**config.mk**
```make
export PLATFORM = sky130hd
export DESIGN_NAME = alu_exec_unit_flat
export DESIGN_NICKNAME = d
export VERILOG_FILES = /design/src/rtl/alu_exec_unit_if.sv /design/src/rtl/alu_exec_unit.sv /design/src/flat_wrapper.sv
export SDC_FILE = /design/constraint.sdc
export NUM_CORES = 1
export LEC_CHECK = 0
export ABC_CLOCK_PERIOD_IN_PS = 7100
export BUFFER_PORTS_ARGS = -buffer_cell sky130_fd_sc_hd__buf_2
export CAP_MARGIN = 20
export CORE_MARGIN = 5
export CORE_UTILIZATION = 53
export CTS_CLUSTER_SIZE = 8
export DETAILED_ROUTE_END_ITERATION = 7
export GPL_ROUTABILITY_DRIVEN = 0
export PLACE_DENSITY_LB_ADDON = 0.15
export SLEW_MARGIN = 40
export SYNTH_ARGS = -nofsm -noshare
export SYNTH_HDL_FRONTEND = slang
export SYNTH_SLANG_ARGS = --single-unit
```
**constraint.sdc**
```tcl
create_clock -name clk -period 7.1 [get_ports clk]
set_input_delay 0.355 -clock clk [delete_from_list [all_inputs] [get_ports clk]]
set_output_delay 0.355 -clock clk [all_outputs]
set_load 0.02 [all_outputs]
```
**src/rtl/alu_exec_unit_if.sv**
```systemverilog
// Handshake bundle between the ALU reservation station (issue side) and the CDB (result side).
// master = RS/CDB side, slave = alu_exec_unit.
interface alu_exec_unit_if #(
   parameter int XLEN      = 32,
   parameter int ROB_WIDTH = 4
);
   logic                 in_valid;
   logic                 in_ready;
   logic [ROB_WIDTH-1:0] in_rob_id;
   logic [5:0]           in_op;
   logic [XLEN-1:0]      in_v1;
   logic [XLEN-1:0]      in_v2;
   logic                 out_valid;
   logic                 out_ready;
   logic [ROB_WIDTH-1:0] out_rob_id;
   logic [XLEN-1:0]      out_result;

   modport master (
      output in_valid, in_rob_id, in_op, in_v1, in_v2, out_ready,
      input  in_ready, out_valid, out_rob_id, out_result
   );

   modport slave (
      input  in_valid, in_rob_id, in_op, in_v1, in_v2, out_ready,
      output in_ready, out_valid, out_rob_id, out_result
   );
endinterface

```
**src/rtl/alu_exec_unit.sv**
```systemverilog
// Integer execution unit: single-cycle RV32I ALU and branch compare, result held until CDB grant.
// Define ALU_MUL_EN to add the iterative radix-2 RV32M multiplier (op[5:4]=10).
module alu_exec_unit #(
   parameter int  XLEN      = 32,
   parameter int  ROB_WIDTH = 4,
   localparam int SHAMT_W   = $clog2(XLEN)
) (
   input  logic           clk,
   input  logic           rst,
   input  logic           rdy,
   input  logic           flush,
   alu_exec_unit_if.slave bus
);

   typedef enum logic [1:0] {
      IDLE = 2'd0,
`ifdef ALU_MUL_EN
      BUSY = 2'd1,
`endif
      DONE = 2'd2
   } state_t;

   state_t               state;
   logic                 out_valid_q;
   logic [ROB_WIDTH-1:0] out_rob_q;
   logic [XLEN-1:0]      out_result_q;

   logic                 accept;
   logic [2:0]           funct3;
   logic [SHAMT_W-1:0]   shamt;
   logic [XLEN-1:0]      sra_res;
   logic                 br_taken;
   logic [XLEN-1:0]      alu_result;

   assign bus.in_ready = rdy & ~flush &
                         ((state == IDLE) | ((state == DONE) & bus.out_ready));
   assign accept       = bus.in_valid & bus.in_ready;

   assign bus.out_valid  = out_valid_q;
   assign bus.out_rob_id = out_rob_q;
   assign bus.out_result = out_result_q;

   assign funct3  = bus.in_op[2:0];
   assign shamt   = bus.in_v2[SHAMT_W-1:0];
   // Kept as its own signal so an unsigned operand in a surrounding ?: cannot turn sra into srl.
   assign sra_res = $signed(bus.in_v1) >>> shamt;

   // NOTE: every always_comb output gets a default first so no path leaves it unassigned (no latch).
   always_comb begin
      br_taken = 1'b0;
      case (funct3)
         3'b000:  br_taken = (bus.in_v1 == bus.in_v2);
         3'b001:  br_taken = (bus.in_v1 != bus.in_v2);
         3'b100:  br_taken = ($signed(bus.in_v1) <  $signed(bus.in_v2));
         3'b101:  br_taken = ($signed(bus.in_v1) >= $signed(bus.in_v2));
         3'b110:  br_taken = (bus.in_v1 <  bus.in_v2);
         3'b111:  br_taken = (bus.in_v1 >= bus.in_v2);
         default: br_taken = 1'b0;
      endcase
   end

   always_comb begin
      alu_result = '0;
      case (bus.in_op[5:4])
         2'b00: begin
            case (funct3)
               3'b000:  alu_result = bus.in_op[3] ? bus.in_v1 - bus.in_v2 : bus.in_v1 + bus.in_v2;
               3'b001:  alu_result = bus.in_v1 << shamt;
               3'b010:  alu_result = {{(XLEN-1){1'b0}}, $signed(bus.in_v1) < $signed(bus.in_v2)};
               3'b011:  alu_result = {{(XLEN-1){1'b0}}, bus.in_v1 < bus.in_v2};
               3'b100:  alu_result = bus.in_v1 ^ bus.in_v2;
               3'b101:  alu_result = bus.in_op[3] ? sra_res : bus.in_v1 >> shamt;
               3'b110:  alu_result = bus.in_v1 | bus.in_v2;
               default: alu_result = bus.in_v1 & bus.in_v2;
            endcase
         end
         2'b01:   alu_result = {{(XLEN-1){1'b0}}, br_taken};
         default: alu_result = '0;
      endcase
   end

`ifdef ALU_MUL_EN
   // Magnitudes are multiplied unsigned; the sign is reapplied to the full 2*XLEN product.
   logic                 is_mul, a_neg, b_neg;
   logic [XLEN-1:0]      a_mag, b_mag;
   logic [2*XLEN-1:0]    mul_acc, mul_mcand, acc_next, prod;
   logic [XLEN-1:0]      mul_mplier, mul_result;
   logic [SHAMT_W-1:0]   mul_cnt;
   logic                 mul_neg, mul_high;

   assign is_mul   = (bus.in_op[5:4] == 2'b10);
   assign a_neg    = (bus.in_op[1:0] == 2'b01 || bus.in_op[1:0] == 2'b10) & bus.in_v1[XLEN-1];
   assign b_neg    = (bus.in_op[1:0] == 2'b01) & bus.in_v2[XLEN-1];
   assign a_mag    = a_neg ? -bus.in_v1 : bus.in_v1;
   assign b_mag    = b_neg ? -bus.in_v2 : bus.in_v2;
   assign acc_next = mul_acc + (mul_mplier[0] ? mul_mcand : '0);
   assign prod     = mul_neg ? -acc_next : acc_next;
   assign mul_result = mul_high ? prod[2*XLEN-1:XLEN] : prod[XLEN-1:0];
`endif

   // NOTE: state uses non-blocking assignments so every register samples pre-edge values.
   // NOTE: multiplier datapath registers are not reset; they are always loaded before use.
   always_ff @(posedge clk) begin
      if (!rst) begin
         state        <= IDLE;
         out_valid_q  <= 1'b0;
         out_rob_q    <= '0;
         out_result_q <= '0;
`ifdef ALU_MUL_EN
         mul_cnt      <= '0;
`endif
      end else if (rdy) begin
         if (flush) begin
            state       <= IDLE;
            out_valid_q <= 1'b0;
         end else if (accept) begin
            out_rob_q <= bus.in_rob_id;
`ifdef ALU_MUL_EN
            if (is_mul) begin
               state       <= BUSY;
               out_valid_q <= 1'b0;
               mul_acc     <= '0;
               mul_mcand   <= {{XLEN{1'b0}}, a_mag};
               mul_mplier  <= b_mag;
               mul_neg     <= a_neg ^ b_neg;
               mul_high    <= (bus.in_op[1:0] != 2'b00);
               mul_cnt     <= '0;
            end else
`endif
            begin
               state        <= DONE;
               out_valid_q  <= 1'b1;
               out_result_q <= alu_result;
            end
         end else if (state == DONE && bus.out_ready) begin
            state       <= IDLE;
            out_valid_q <= 1'b0;
         end
`ifdef ALU_MUL_EN
         else if (state == BUSY) begin
            mul_acc    <= acc_next;
            mul_mcand  <= mul_mcand << 1;
            mul_mplier <= mul_mplier >> 1;
            mul_cnt    <= mul_cnt + 1'b1;
            if (mul_cnt == SHAMT_W'(XLEN - 1)) begin
               state        <= DONE;
               out_valid_q  <= 1'b1;
               out_result_q <= mul_result;
            end
         end
`endif
      end
   end

endmodule

```
**src/flat_wrapper.sv**
```systemverilog
// flat-port wrapper written by rule: the top's interface ports become plain ports
module alu_exec_unit_flat 
#(
   parameter int  XLEN      = 32,
   parameter int  ROB_WIDTH = 4,
   localparam int SHAMT_W   = $clog2(XLEN)
)
  (clk, rst, rdy, flush, bus_in_valid, bus_in_rob_id, bus_in_op, bus_in_v1, bus_in_v2, bus_out_ready, bus_in_ready, bus_out_valid, bus_out_rob_id, bus_out_result);
  alu_exec_unit_if #(.XLEN(XLEN), .ROB_WIDTH(ROB_WIDTH)) bus_i ();
  input  logic clk;
  input  logic rst;
  input  logic rdy;
  input  logic flush;
  input wire logic [$bits(bus_i.in_valid)-1:0] bus_in_valid;
  input wire logic [$bits(bus_i.in_rob_id)-1:0] bus_in_rob_id;
  input wire logic [$bits(bus_i.in_op)-1:0] bus_in_op;
  input wire logic [$bits(bus_i.in_v1)-1:0] bus_in_v1;
  input wire logic [$bits(bus_i.in_v2)-1:0] bus_in_v2;
  input wire logic [$bits(bus_i.out_ready)-1:0] bus_out_ready;
  output wire logic [$bits(bus_i.in_ready)-1:0] bus_in_ready;
  output wire logic [$bits(bus_i.out_valid)-1:0] bus_out_valid;
  output wire logic [$bits(bus_i.out_rob_id)-1:0] bus_out_rob_id;
  output wire logic [$bits(bus_i.out_result)-1:0] bus_out_result;
  assign bus_i.in_valid = bus_in_valid;
  assign bus_i.in_rob_id = bus_in_rob_id;
  assign bus_i.in_op = bus_in_op;
  assign bus_i.in_v1 = bus_in_v1;
  assign bus_i.in_v2 = bus_in_v2;
  assign bus_i.out_ready = bus_out_ready;
  assign bus_in_ready = bus_i.in_ready;
  assign bus_out_valid = bus_i.out_valid;
  assign bus_out_rob_id = bus_i.out_rob_id;
  assign bus_out_result = bus_i.out_result;
  alu_exec_unit #(.XLEN(XLEN), .ROB_WIDTH(ROB_WIDTH)) u_core (.clk(clk), .rst(rst), .rdy(rdy), .flush(flush), .bus(bus_i));
endmodule
```
# --- Word-level counts from Yosys, hierarchy flattened ---
# Index checks and enable logic that the tools add are counted.
classes:
  n_shift: 3
  n_mux: 11
  magnitude_cmp: 4
  multipliers: 0
  reduce_logical: 7
  n_div: 0
  n_bitwise: 9
  add_sub_neg: 2
  n_eq_ne: 11
op_table:
  columns: ["op", "count"]
  rows:
  - ["$pmux W32 S7", 1]
  - ["$ge A32 B32 Y1", 2]
  - ["$lt A32 B32 Y1", 2]
  - ["$mux W32", 2]
  - ["$pmux W32 S2", 1]
  - ["$add A32 B32 Y32", 1]
  - ["$and A32 B32 Y32", 1]
  - ["$eq A32 B32 Y1", 1]
  - ["$ne A32 B32 Y1", 1]
  - ["$or A32 B32 Y32", 1]
  - ["$shl A32 B5 Y32", 1]
  - ["$shr A32 B5 Y32", 1]
  - ["$sshr A32 B5 Y32", 1]
  - ["$sub A32 B32 Y32", 1]
  - ["$xor A32 B32 Y32", 1]
  - ["$eq A3 B3 Y1 const B", 4]
  - ["$eq A3 B2 Y1 const B", 2]
  - ["$mux W2", 3]
  - ["$pmux W1 S6", 1]
  - ["$and A1 B1 Y1", 4]
  - ["$logic_not A2 Y1", 2]
  - ["$eq A3 B1 Y1 const B", 1]
  - ["$logic_not A3 Y1", 1]
  - ["$mux W1", 3]
  - ["8 further kinds", 8]
word_totals:
  n_memories: 0
  latchBits: 0
  reg_bits: 39
  rom_bits: 0
  wordCells: 51
  out_inout_bits: 38
  mem_bits_rw: 0
  input_bits: 80

# --- Logic depth before layout (Yosys ltp) ---
# Gate-level depths: netlist of the first run.
logic_depth:
  depth_word: 7
  ltp_mapped: 15
  mapped_depth_nobuf: 13

# --- Least setup slack after synthesis of the first run ---
# Ideal clock, no wire load.
synth_path:
  path_kind: "input-to-reg"
  startpoint: "in bus_in_v2[2]"
  endpoint: "reg u_core.out_result_q[22] (netlist: u_core.bus.out_result[22])"
  arrival_time_ps: 3689
  setup_time_ps: 106
  slack_ps: 3305
  required_ps: 6994
  stages: 15
  cell_sequence: "clkbuf_1 > inv_2 > buf_1 > clkbuf_1 > ha_1 > buf_4 > a21o_1 > a31oi_1 > nor4_1 > o21ai_1 > o311ai_2 > nand2_1 > o21ai_0 > or4b_2 > o311ai_0"
synth_via:
  elab_chain_len: 4
  elab_cells_between_ends: 9
  cone_classes: "add/sub: 2; shift: 3; mux: 4"
synth_rtl:
  columns: ["item", "line_no", "source"]
  rows:
  - ["from (decl)", "flat_wrapper.sv:18", "input wire logic [$bits(bus_i.in_v2)-1:0] bus_in_v2;"]
  - ["$add A32 B32 Y32 (tied with other cells)", "alu_exec_unit.sv:67", "3'b000: alu_result = bus.in_op[3] ? bus.in_v1 - bus.in_v2 : bus.in_v1 + bus.in_v2;"]
  - ["$mux W32 (on tied branches)", "alu_exec_unit.sv:67, alu_exec_unit.sv:72", null]
  - ["$pmux W32 S7 *", "alu_exec_unit.sv:66", "case (funct3)"]
  - ["$pmux W32 S2 *", "alu_exec_unit.sv:64", "case (bus.in_op[5:4])"]
  - ["to (signal assigned)", "alu_exec_unit.sv:133", "out_result_q <= alu_result;"]
  - ["to (decl)", "alu_exec_unit.sv:26", "logic [XLEN-1:0] out_result_q;"]
# Every way passes the cells marked *; elsewhere a longest branch is shown, timed or not.
# A chain may end at the register's enable or synchronous reset.

# --- Worst setup path in the final report of the first run ---
layout_path:
  startpoint: "in bus_in_v2[4]"
  endpoint: "reg u_core.out_result_q[22] (netlist: u_core.bus.out_result[22])"
# The elaborated chain is that of the path after synthesis.

==> results.sh, run 1 <==
export IMPL_synth_edf_count=0
export IMPL_synth_area_per_cell_um2=6.94
export IMPL_dieHeight_um=150
export IMPL_area_delta_synth_final_pct=7.22
export IMPL_cts_root_to_sink_buffers=2
export IMPL_synth_largest_type_area_fraction_pct=11.7
export IMPL_slowest_delay_ns=0.68
export IMPL_finalHoldWorstSlack_ns=0.292
export IMPL_worst_slew_pin_slew_ns=0.972
export IMPL_register_bit_total_from_synthesis=37
export IMPL_report_final_hold_viol_count=0
export IMPL_cts_sink_count=37
export IMPL_post_route_period_util_pct=65.2
export IMPL_totalPowerFinal_mw=1.31
export IMPL_cts_inserted_buffers=5
export IMPL_layout_drive_gt1_share_pct=14.0
export IMPL_dr_first_iter_drc_count=2026
export IMPL_clk_latency_ns=0.30
export IMPL_combinational_family_with_the_most_area_after_synthesis="compound AO/OA/AOI/OAI gates"
export IMPL_post_route_drc_violation_count=0
export IMPL_global_route_usage_total_pct=37.9
export IMPL_synth_sequential_area_ratio_pct=7.15
export IMPL_design_core_area_um2=19300
export IMPL_wire_length_of_the_first_global_routing_pass_um=66700
export IMPL_finClkSkew_ns=0.00695
export IMPL_p_leak_nw=4.68
export IMPL_cell_taking_the_most_area_after_synthesis="sky130_fd_sc_hd__ha_1"
export IMPL_setup_ws_ns=2.47
export IMPL_min_from="bus_in_rob_id[1]"
export IMPL_worstReg2RegStart="u_core.bus.out_valid$_SDFFE_PN0P_"
export IMPL_critPathArrivalTime_ns=4.80
export IMPL_crit_reg2reg_capture="u_core.bus.out_result[22]$_SDFFE_PN0P_"
export IMPL_finalCriticalPeriod_ns=4.63
export IMPL_share_comb_of_total_power_pct=62.7
export IMPL_switching_share_pct=49.2
export IMPL_compound_gate_fraction_of_synth_area_pct=35.0
export IMPL_vias=12580
export IMPL_reg2reg_depth=11
export IMPL_p_sw_mw=0.644
export IMPL_post_route_cell_area_um2=11100
export IMPL_synth_simple_area_share_pct=18.0
export IMPL_cts_root_buf="sky130_fd_sc_hd__clkbuf_16"
export IMPL_r2r_slack_ns=4.43
export IMPL_num_nets_final=1691
export IMPL_share_seq_of_total_power_pct=16.2
export IMPL_grt_overflow=0
export IMPL_antennaDiodeCount=0
export IMPL_max_cap_violations=0
export IMPL_clock_tree_htree_level_count=2
export IMPL_vdd_drop_max_v=0.000129
export IMPL_post_synthesis_adder_cell_area_fraction_pct=12.1
export IMPL_overall_die_width_um=150
export IMPL_io_pins=118
export IMPL_dominantRegCellSynth="sky130_fd_sc_hd__dfxtp_1"
export IMPL_ys_warn_count=0
export IMPL_outcome="finished, final reports clean"
export IMPL_pwr_density_cell_nw_per_um2=118
export IMPL_floorplan_die_area_um2=22400
export IMPL_detail_route_first_pass_iterations=8
export IMPL_cts_hold_fix_buffers=0
export IMPL_pwr_share_clk_pct=21.1
export IMPL_timing_critical_path_cells="buf_2 -> inv_1 -> ha_1 -> a211o_1 -> a31oi_1 -> nor4_1 -> o21ai_1 -> o311ai_2 -> nand2_1 -> o21ai_0 -> or4b_2 -> o311ai_0"
export IMPL_detail_route_vias_per_cell=7.08
export IMPL_first_global_vias=11548
export IMPL_syn_num_nets=1671
export IMPL_grt_max_degree=81
export IMPL_crit_fanout=48
export IMPL_cts_setup_buffers=0
export IMPL_hpwl_um=33200
export IMPL_drt_antenna_violating_nets=0
export IMPL_cp_start_kind="input port"
export IMPL_setup_viol_count_final=0
export IMPL_yosys_mux_area_fraction_pct=16.7
export IMPL_max_slew_margin_rel_pct=34.5
export IMPL_synthDistinctLibCells=79
export IMPL_final_max_slew_violation_count=0
export IMPL_cts_reportedPaths_clkPinSlew_ns=0.06
export IMPL_final_fill_count=1936
export IMPL_finalSetupTns_ns=0
export IMPL_std_cell_rows=51
export IMPL_postSynthCellCount=1492
export IMPL_pre_cts_ws_ns=2.53
export IMPL_hold_path_endpoint="u_core.bus.out_rob_id[1]$_SDFFE_PN0P_"
export IMPL_grt_antenna_before_repair=1
export IMPL_min_delay_path_class="input port to flip-flop"
export IMPL_worstSetupEndpointType="flip-flop"
export IMPL_placed_cell_area_um2=10900
export IMPL_synth_async_sr_flop_share_pct=0
export IMPL_critical_path_slowest_cell="sky130_fd_sc_hd__ha_1"
export IMPL_hold_path_depth=3
export IMPL_setup_repair_after_global_routing_missed_its_margin="no"
export IMPL_fmax_mhz=216
export IMPL_start_util_pct=53.6
export IMPL_cts_resized=0
export IMPL_drt_wirelength_per_cell_um=24.9
export IMPL_intPower_mw=0.664
export IMPL_post_synth_main_area_contributors="sky130_fd_sc_hd__ha_1, sky130_fd_sc_hd__mux4_2, sky130_fd_sc_hd__a21oi_1, sky130_fd_sc_hd__dfxtp_1, sky130_fd_sc_hd__o21ai_0"
export IMPL_setup_worst_path_class="input port to flip-flop"
export IMPL_critPathRequiredTime_ns=7.27
export IMPL_tritoncts="built"
export IMPL_place_port_buffers=117
export IMPL_netlist_area_before_placement_um2=10400
export IMPL_drt_total_wl_um=44200
export IMPL_synthXorXnorAreaFrac_pct=2.37
-- power by group through the flow --
stage	Sequential (mW)	Clock (mW)	Combinational (mW)
after floorplan	0.220	0	0.543
after global placement	0.217	0	0.774
after detailed placement	0.217	0	0.777
after CTS	0.212	0.273	0.783
after global routing	0.212	0.282	0.865
final	0.212	0.276	0.819
-- per-layer routing --
layer / up-vias / part of all wire, % / GRT usage [%]
met2: 971 / 42 / 57.9
met5: - / 0.041 / 0
met4: 2 / 7.7 / 21.9
li1: 5582 / - / -
met1: 5775 / 38 / 49.5
met3: 250 / 12 / 7.90
-- placed cells by master (no fill, tap or decap), types with 11 or more instances in the layout --
master,n
sky130_fd_sc_hd__a211oi_1,33
sky130_fd_sc_hd__buf_4,19
sky130_fd_sc_hd__nor2b_1,11
sky130_fd_sc_hd__o21bai_1,16
sky130_fd_sc_hd__xnor2_1,22
sky130_fd_sc_hd__nor4_1,12
sky130_fd_sc_hd__ha_1,97
sky130_fd_sc_hd__dfxtp_1,37
sky130_fd_sc_hd__mux4_2,50
sky130_fd_sc_hd__o21ai_0,139
sky130_fd_sc_hd__o21a_1,13
sky130_fd_sc_hd__a211o_1,11
sky130_fd_sc_hd__buf_2,116
sky130_fd_sc_hd__nor3_1,35
sky130_fd_sc_hd__nand2_1,131
sky130_fd_sc_hd__a21o_1,11
sky130_fd_sc_hd__o211ai_1,33
sky130_fd_sc_hd__a21oi_1,196
sky130_fd_sc_hd__nor2_1,141
sky130_fd_sc_hd__nand3_1,22
sky130_fd_sc_hd__inv_1,100
sky130_fd_sc_hd__a31oi_1,15
sky130_fd_sc_hd__mux2i_1,59
-- cell usage after synthesis (5+ instances only) --
master and n:
sky130_fd_sc_hd__mux4_2 50, sky130_fd_sc_hd__nor4_1 14, sky130_fd_sc_hd__nand4_1 8, sky130_fd_sc_hd__o21bai_1 16, sky130_fd_sc_hd__o311ai_0 6, sky130_fd_sc_hd__a221oi_1 9
sky130_fd_sc_hd__inv_1 100, sky130_fd_sc_hd__buf_2 20, sky130_fd_sc_hd__o31ai_1 10, sky130_fd_sc_hd__nand2_1 131, sky130_fd_sc_hd__clkbuf_1 84, sky130_fd_sc_hd__a211o_1 11
sky130_fd_sc_hd__nor2_1 142, sky130_fd_sc_hd__a222oi_1 7, sky130_fd_sc_hd__o211ai_1 33, sky130_fd_sc_hd__buf_1 14, sky130_fd_sc_hd__and2_1 5, sky130_fd_sc_hd__ha_1 97
sky130_fd_sc_hd__a31oi_1 15, sky130_fd_sc_hd__nor2b_1 11, sky130_fd_sc_hd__nand3_1 22, sky130_fd_sc_hd__o311a_1 5, sky130_fd_sc_hd__a22oi_1 8, sky130_fd_sc_hd__a2111oi_0 5
sky130_fd_sc_hd__a221o_1 7, sky130_fd_sc_hd__o21ai_0 139, sky130_fd_sc_hd__a21oi_1 196, sky130_fd_sc_hd__o21a_1 13, sky130_fd_sc_hd__a21o_1 11, sky130_fd_sc_hd__xor2_1 6
sky130_fd_sc_hd__nand2b_1 10, sky130_fd_sc_hd__o22ai_1 10, sky130_fd_sc_hd__dfxtp_1 37, sky130_fd_sc_hd__a211oi_1 33, sky130_fd_sc_hd__or3_1 10, sky130_fd_sc_hd__mux2i_1 59
sky130_fd_sc_hd__xnor2_1 22, sky130_fd_sc_hd__nor3_1 37
-- worst max-delay path, delay by kind of cell --
kind | cells | cell delay, ns
adder cells (fa/ha/maj) | 1 | 0.68
buffers and inverters | 2 | 1.14
AND/OR/NAND/NOR | 3 | 1.30
AO/OA/AOI/OAI | 6 | 1.30
-- registers in the layout (all words and copies together) (netlist names) --
| register | flops |
|---|---|
| u_core.bus.out_result | 32 |
| u_core.bus.out_rob_id | 4 |
| u_core.bus.out_valid | 1 |
-- cells by family after synthesis --
logic type                 Yosys count
DFF                                 37
xor gates and xnor gates            28
adders and majority gates           99
muxes                              110
and+or+nand+nor                    412
AOI/OAI and AO/OA                  579
buffers and inverters              227
-- worst max path at each step --
stage	slack, ns	cells past startpoint	start	endpoint
final	2.47	12	bus_in_v2[4]	u_core.bus.out_result[22]$_SDFFE_PN0P_
after global routing	2.20	12	bus_in_v2[4]	u_core.bus.out_result[22]$_SDFFE_PN0P_
after CTS	2.69	12	bus_in_v2[4]	u_core.bus.out_result[22]$_SDFFE_PN0P_
after detailed placement	2.53	12	bus_in_v2[4]	u_core.bus.out_result[22]$_SDFFE_PN0P_
after global placement	2.55	12	bus_in_v2[4]	u_core.bus.out_result[22]$_SDFFE_PN0P_
after floorplan	3.30	15	bus_in_v2[2]	u_core.bus.out_result[22]$_SDFFE_PN0P_
-- stage by stage --
stage | util (%) | std cells
finish | 57.5 | 1778
global route | 57.5 | 1778
CTS | 57.4 | 1778
detailed placement | 56.5 | 1770
global placement | 56.5 | 1770
floorplan | - | 1492
-- cell type report --
type,count,area [µm²],share of cell area [%]
multi-input cells,1228,8740,78.7
flip-flops and latches,37,741,6.67
repair buffers,136,734,6.61
inverters,104,390,3.51
well taps,265,332,2.98
clock buffers,6,129,1.16
clock inverters,2,38.8,0.349
Note: power is estimated with default switching activity, not from simulation.
==> run 2, diff against run 1 <==
--- a/config.mk
+++ b/config.mk
@@ -5,7 +5,8 @@
 export SDC_FILE = /design/constraint.sdc
 export NUM_CORES = 1
 export LEC_CHECK = 0
-export ABC_CLOCK_PERIOD_IN_PS = 7100
+export ABC_AREA = 1
+export ABC_CLOCK_PERIOD_IN_PS = 4900
 export BUFFER_PORTS_ARGS = -buffer_cell sky130_fd_sc_hd__buf_2
 export CAP_MARGIN = 20
 export CORE_MARGIN = 5
==> constraint.sdc (replaced) <==
create_clock -name clk -period 4.9 [get_ports clk]
set_input_delay 0.245 -clock clk [delete_from_list [all_inputs] [get_ports clk]]
set_output_delay 0.245 -clock clk [all_outputs]
set_load 0.02 [all_outputs]
==> run 2 against run 1 <==
Effect of this change: the flow now finishes with violations (DRC); area after synthesis rose by 7.8%; clock skew up 0.0032 ns; routed wire length increased by 13%; largest power group unchanged.
==> results.sh, run 2 <==
export IMPL_outcome="finished, violations left"
export IMPL_failed_checks="DRC"
export IMPL_cts_hold_fix_buffers=0
export IMPL_cts_sink_count=37
export IMPL_finalSetupTns_ns=0
export IMPL_worstSetupEndpointType="flip-flop"
export IMPL_final_fill_count=2234
export IMPL_num_nets_final=2345
export IMPL_largest_register_ff_count=32
export IMPL_cp_start_kind="input port"
export IMPL_synth_most_common_cell="sky130_fd_sc_hd__nand2_1"
export IMPL_post_synth_main_area_contributors="sky130_fd_sc_hd__nand2_1, sky130_fd_sc_hd__ha_1, sky130_fd_sc_hd__nand3_1, sky130_fd_sc_hd__a21oi_1, sky130_fd_sc_hd__inv_1"
export IMPL_category_of_cells_accounting_for_the_largest_share_of_critical_path_delay="simple AND/OR/NAND/NOR gates"
export IMPL_start_util_pct=53.4
export IMPL_startpoint="bus_in_v2[4]"
export IMPL_hpwl_um=39600
export IMPL_drt_antenna_violating_nets=0
export IMPL_final_max_slew_violation_count=0
export IMPL_grt_met3_usage_pct=10.6
export IMPL_synthDistinctLibCells=52
export IMPL_vdd_drop_max_v=0.000130
export IMPL_synth_edf_count=0
export IMPL_global_route_usage_total_pct=39.9
export IMPL_cts_root_buf="sky130_fd_sc_hd__clkbuf_16"
export IMPL_final_common_cell="sky130_fd_sc_hd__nand2_1"
export IMPL_cts_resized=0
export IMPL_synth_async_sr_flop_share_pct=0
export IMPL_fmax_mhz=354
export IMPL_io_pins=118
export IMPL_setup_repair_after_global_routing_missed_its_margin="no"
export IMPL_hold_path_endpoint="u_core.bus.out_rob_id[3]$_SDFFE_PN0P_"
export IMPL_std_cell_rows=53
export IMPL_detail_route_first_pass_iterations=8
export IMPL_cts_setup_buffers=0
export IMPL_dominantRegCellSynth="sky130_fd_sc_hd__dfxtp_1"
export IMPL_clk_latency_ns=0.31
export IMPL_post_route_period_util_pct=57.7
export IMPL_post_synthesis_adder_cell_area_fraction_pct=11.2
export IMPL_detail_route_vias_per_cell=6.19
export IMPL_worstPathBufferInverterCount=2
export IMPL_setup_worst_path_class="input port to flip-flop"
export IMPL_tritoncts="built"
export IMPL_design_core_area_um2=20900
export IMPL_vias=15127
export IMPL_hold_path_depth=3
export IMPL_synth_area_per_cell_um2=5.24
export IMPL_floorplan_die_area_um2=24100
export IMPL_crit_fanout=13
export IMPL_timing_critical_path_mode_cell="sky130_fd_sc_hd__nand2_1"
export IMPL_synth_sequential_area_ratio_pct=6.63
export IMPL_critPathArrivalTime_ns=3.00
export IMPL_register_bit_total_from_synthesis=37
export IMPL_synth_largest_type_area_fraction_pct=24.2
export IMPL_synth_simple_area_share_pct=44.9
export IMPL_post_route_cell_area_um2=11800
export IMPL_r2r_slack_ns=2.61
export IMPL_cts_inserted_buffers=5
export IMPL_critPathRequiredTime_ns=5.07
export IMPL_grtUsageMet1_pct=53.1
export IMPL_finalCriticalPeriod_ns=2.83
export IMPL_worstReg2RegStart="u_core.bus.out_valid$_SDFFE_PN0P_"
export IMPL_layout_drive_gt1_share_pct=10.4
export IMPL_grt_antenna_before_repair=1
export IMPL_critical_path_slowest_cell="sky130_fd_sc_hd__ha_1"
export IMPL_timing_critical_path_cells="buf_2 -> clkinv_1 -> ha_1 -> nor2_1 -> nand2_1 -> o21bai_1 -> nand2_1 -> nand2_1 -> nand2_1 -> o21ai_0 -> nand2_1 -> nand2_1 -> nor2_1 -> o21ai_0 -> a21oi_1"
export IMPL_grt_max_degree=63
export IMPL_place_port_buffers=117
export IMPL_crit_reg2reg_capture="u_core.bus.out_result[15]$_SDFFE_PN0P_"
export IMPL_first_global_vias=13303
export IMPL_dr_first_iter_drc_count=3019
export IMPL_report_final_hold_viol_count=0
export IMPL_grt_overflow=0
export IMPL_use_met2_pct=55.9
export IMPL_top_usage_layer="met2"
export IMPL_synthXorXnorAreaFrac_pct=0.224
export IMPL_placed_cell_area_um2=11600
export IMPL_min_delay_path_class="input port to flip-flop"
export IMPL_postSynthCellCount=2130
export IMPL_max_cap_violations=0
export IMPL_yosys_mux_area_fraction_pct=0.269
export IMPL_p_leak_nw=6.23
export IMPL_overall_die_width_um=155
export IMPL_clock_tree_htree_level_count=2
export IMPL_setup_viol_count_final=0
export IMPL_slowest_delay_ns=0.46
export IMPL_synth_top_cells_by_count="sky130_fd_sc_hd__nand2_1, sky130_fd_sc_hd__inv_1, sky130_fd_sc_hd__nand3_1"
export IMPL_reg2reg_depth=13
export IMPL_ys_warn_count=0
export IMPL_post_route_drc_violation_count=5
export IMPL_dieHeight_um=155
export IMPL_area_delta_synth_final_pct=5.91
export IMPL_antennaDiodeCount=0
export IMPL_wire_length_of_the_first_global_routing_pass_um=75300
export IMPL_cts_reportedPaths_clkPinSlew_ns=0.06
export IMPL_pwr_density_cell_nw_per_um2=166
export IMPL_drt_total_wl_um=49900
export IMPL_cell_taking_the_most_area_after_synthesis="sky130_fd_sc_hd__nand2_1"
export IMPL_worst_slew_pin_slew_ns=0.856
export IMPL_min_from="bus_in_rob_id[3]"
export IMPL_layout_cells_most_common_list="sky130_fd_sc_hd__nand2_1, sky130_fd_sc_hd__inv_1, sky130_fd_sc_hd__nand3_1"
export IMPL_drt_wirelength_per_cell_um=20.4
export IMPL_combinational_family_with_the_most_area_after_synthesis="simple AND/OR/NAND/NOR gates"
export IMPL_netlist_area_before_placement_um2=11200
export IMPL_finClkSkew_ns=0.0101
export IMPL_syn_num_nets=2309
export IMPL_compound_gate_fraction_of_synth_area_pct=23.1
export IMPL_cts_root_to_sink_buffers=2
export IMPL_max_slew_margin_rel_pct=42.8
==> run 2: layout make-up <==
cell class / instances / area, µm² / share of cell area, %
clock buffers: 6 / 139 / 1.17
multi-input cells: 1745 / 8920 / 75.4
clock inverters: 2 / 37.5 / 0.317
repair buffers: 138 / 743 / 6.29
well taps: 275 / 344 / 2.91
flip-flops and latches: 37 / 741 / 6.26
inverters: 239 / 901 / 7.62
==> run 2: worst max path at each step <==
stage | endpoint | cells past startpoint
floorplan | u_core.bus.out_result[13]$_SDFFE_PN0P_ | 17
global placement | u_core.bus.out_result[15]$_SDFFE_PN0P_ | 17
detailed placement | u_core.bus.out_result[15]$_SDFFE_PN0P_ | 17
CTS | u_core.bus.out_result[15]$_SDFFE_PN0P_ | 17
global route | u_core.bus.out_result[15]$_SDFFE_PN0P_ | 17
finish | u_core.bus.out_result[15]$_SDFFE_PN0P_ | 15
==> run 2: logic make-up (layout without fill, tap and decap cells) <==
kind of cell,count (synthesis),count (layout)
fa+ha+maj,99,99
flops,37,37
compound gates,446,446
xor+xnor,2,2
simple gates,1195,1195
mux,3,3
buf+inv,348,385
==> run 2: layer usage <==
metal	routed length, µm	vias up
met3	7670	282
met4	4410	2
met1	18800	6526
met5	16	-
li1	-	7020
met2	19000	1297
==> run 2: where the power goes <==
group          internal (mW)  switching (mW)  total (mW)
registers              0.305         0.00274       0.308
clock network          0.255           0.162       0.416
logic                  0.353           0.883        1.24
total                  0.913            1.05        1.96
==> run 2: metrics by stage <==
step	setup slack [ns]	hold slack [ns]	power, mW	util, %	std cells
6_report	2.07	0.187	1.96	56.6	2442
5_1_grt	1.88	0.217	2.05	56.6	2442
4_1_cts	2.21	0.192	1.89	56.6	2442
3_5_place_dp	1.89	0.454	1.48	55.7	2434
3_3_place_gp	1.94	0.450	1.47	55.7	2434
2_1_floorplan	2.27	0.389	1.14	-	2130
==> run 2: worst reg2reg max path: stages, from the launching register on <==
cell and delay, ns:
sky130_fd_sc_hd__dfxtp_1 0.33, sky130_fd_sc_hd__inv_1 0.05, sky130_fd_sc_hd__nor2_1 0.08, sky130_fd_sc_hd__inv_1 0.06, sky130_fd_sc_hd__nand2_1 0.05, sky130_fd_sc_hd__nor2_1 0.04, sky130_fd_sc_hd__nand2_1 0.05, sky130_fd_sc_hd__buf_4 0.39
sky130_fd_sc_hd__nor2_1 0.10, sky130_fd_sc_hd__inv_2 0.44, sky130_fd_sc_hd__buf_4 0.27, sky130_fd_sc_hd__nor2_1 0.05, sky130_fd_sc_hd__o21ai_0 0.14, sky130_fd_sc_hd__a21oi_1 0.11
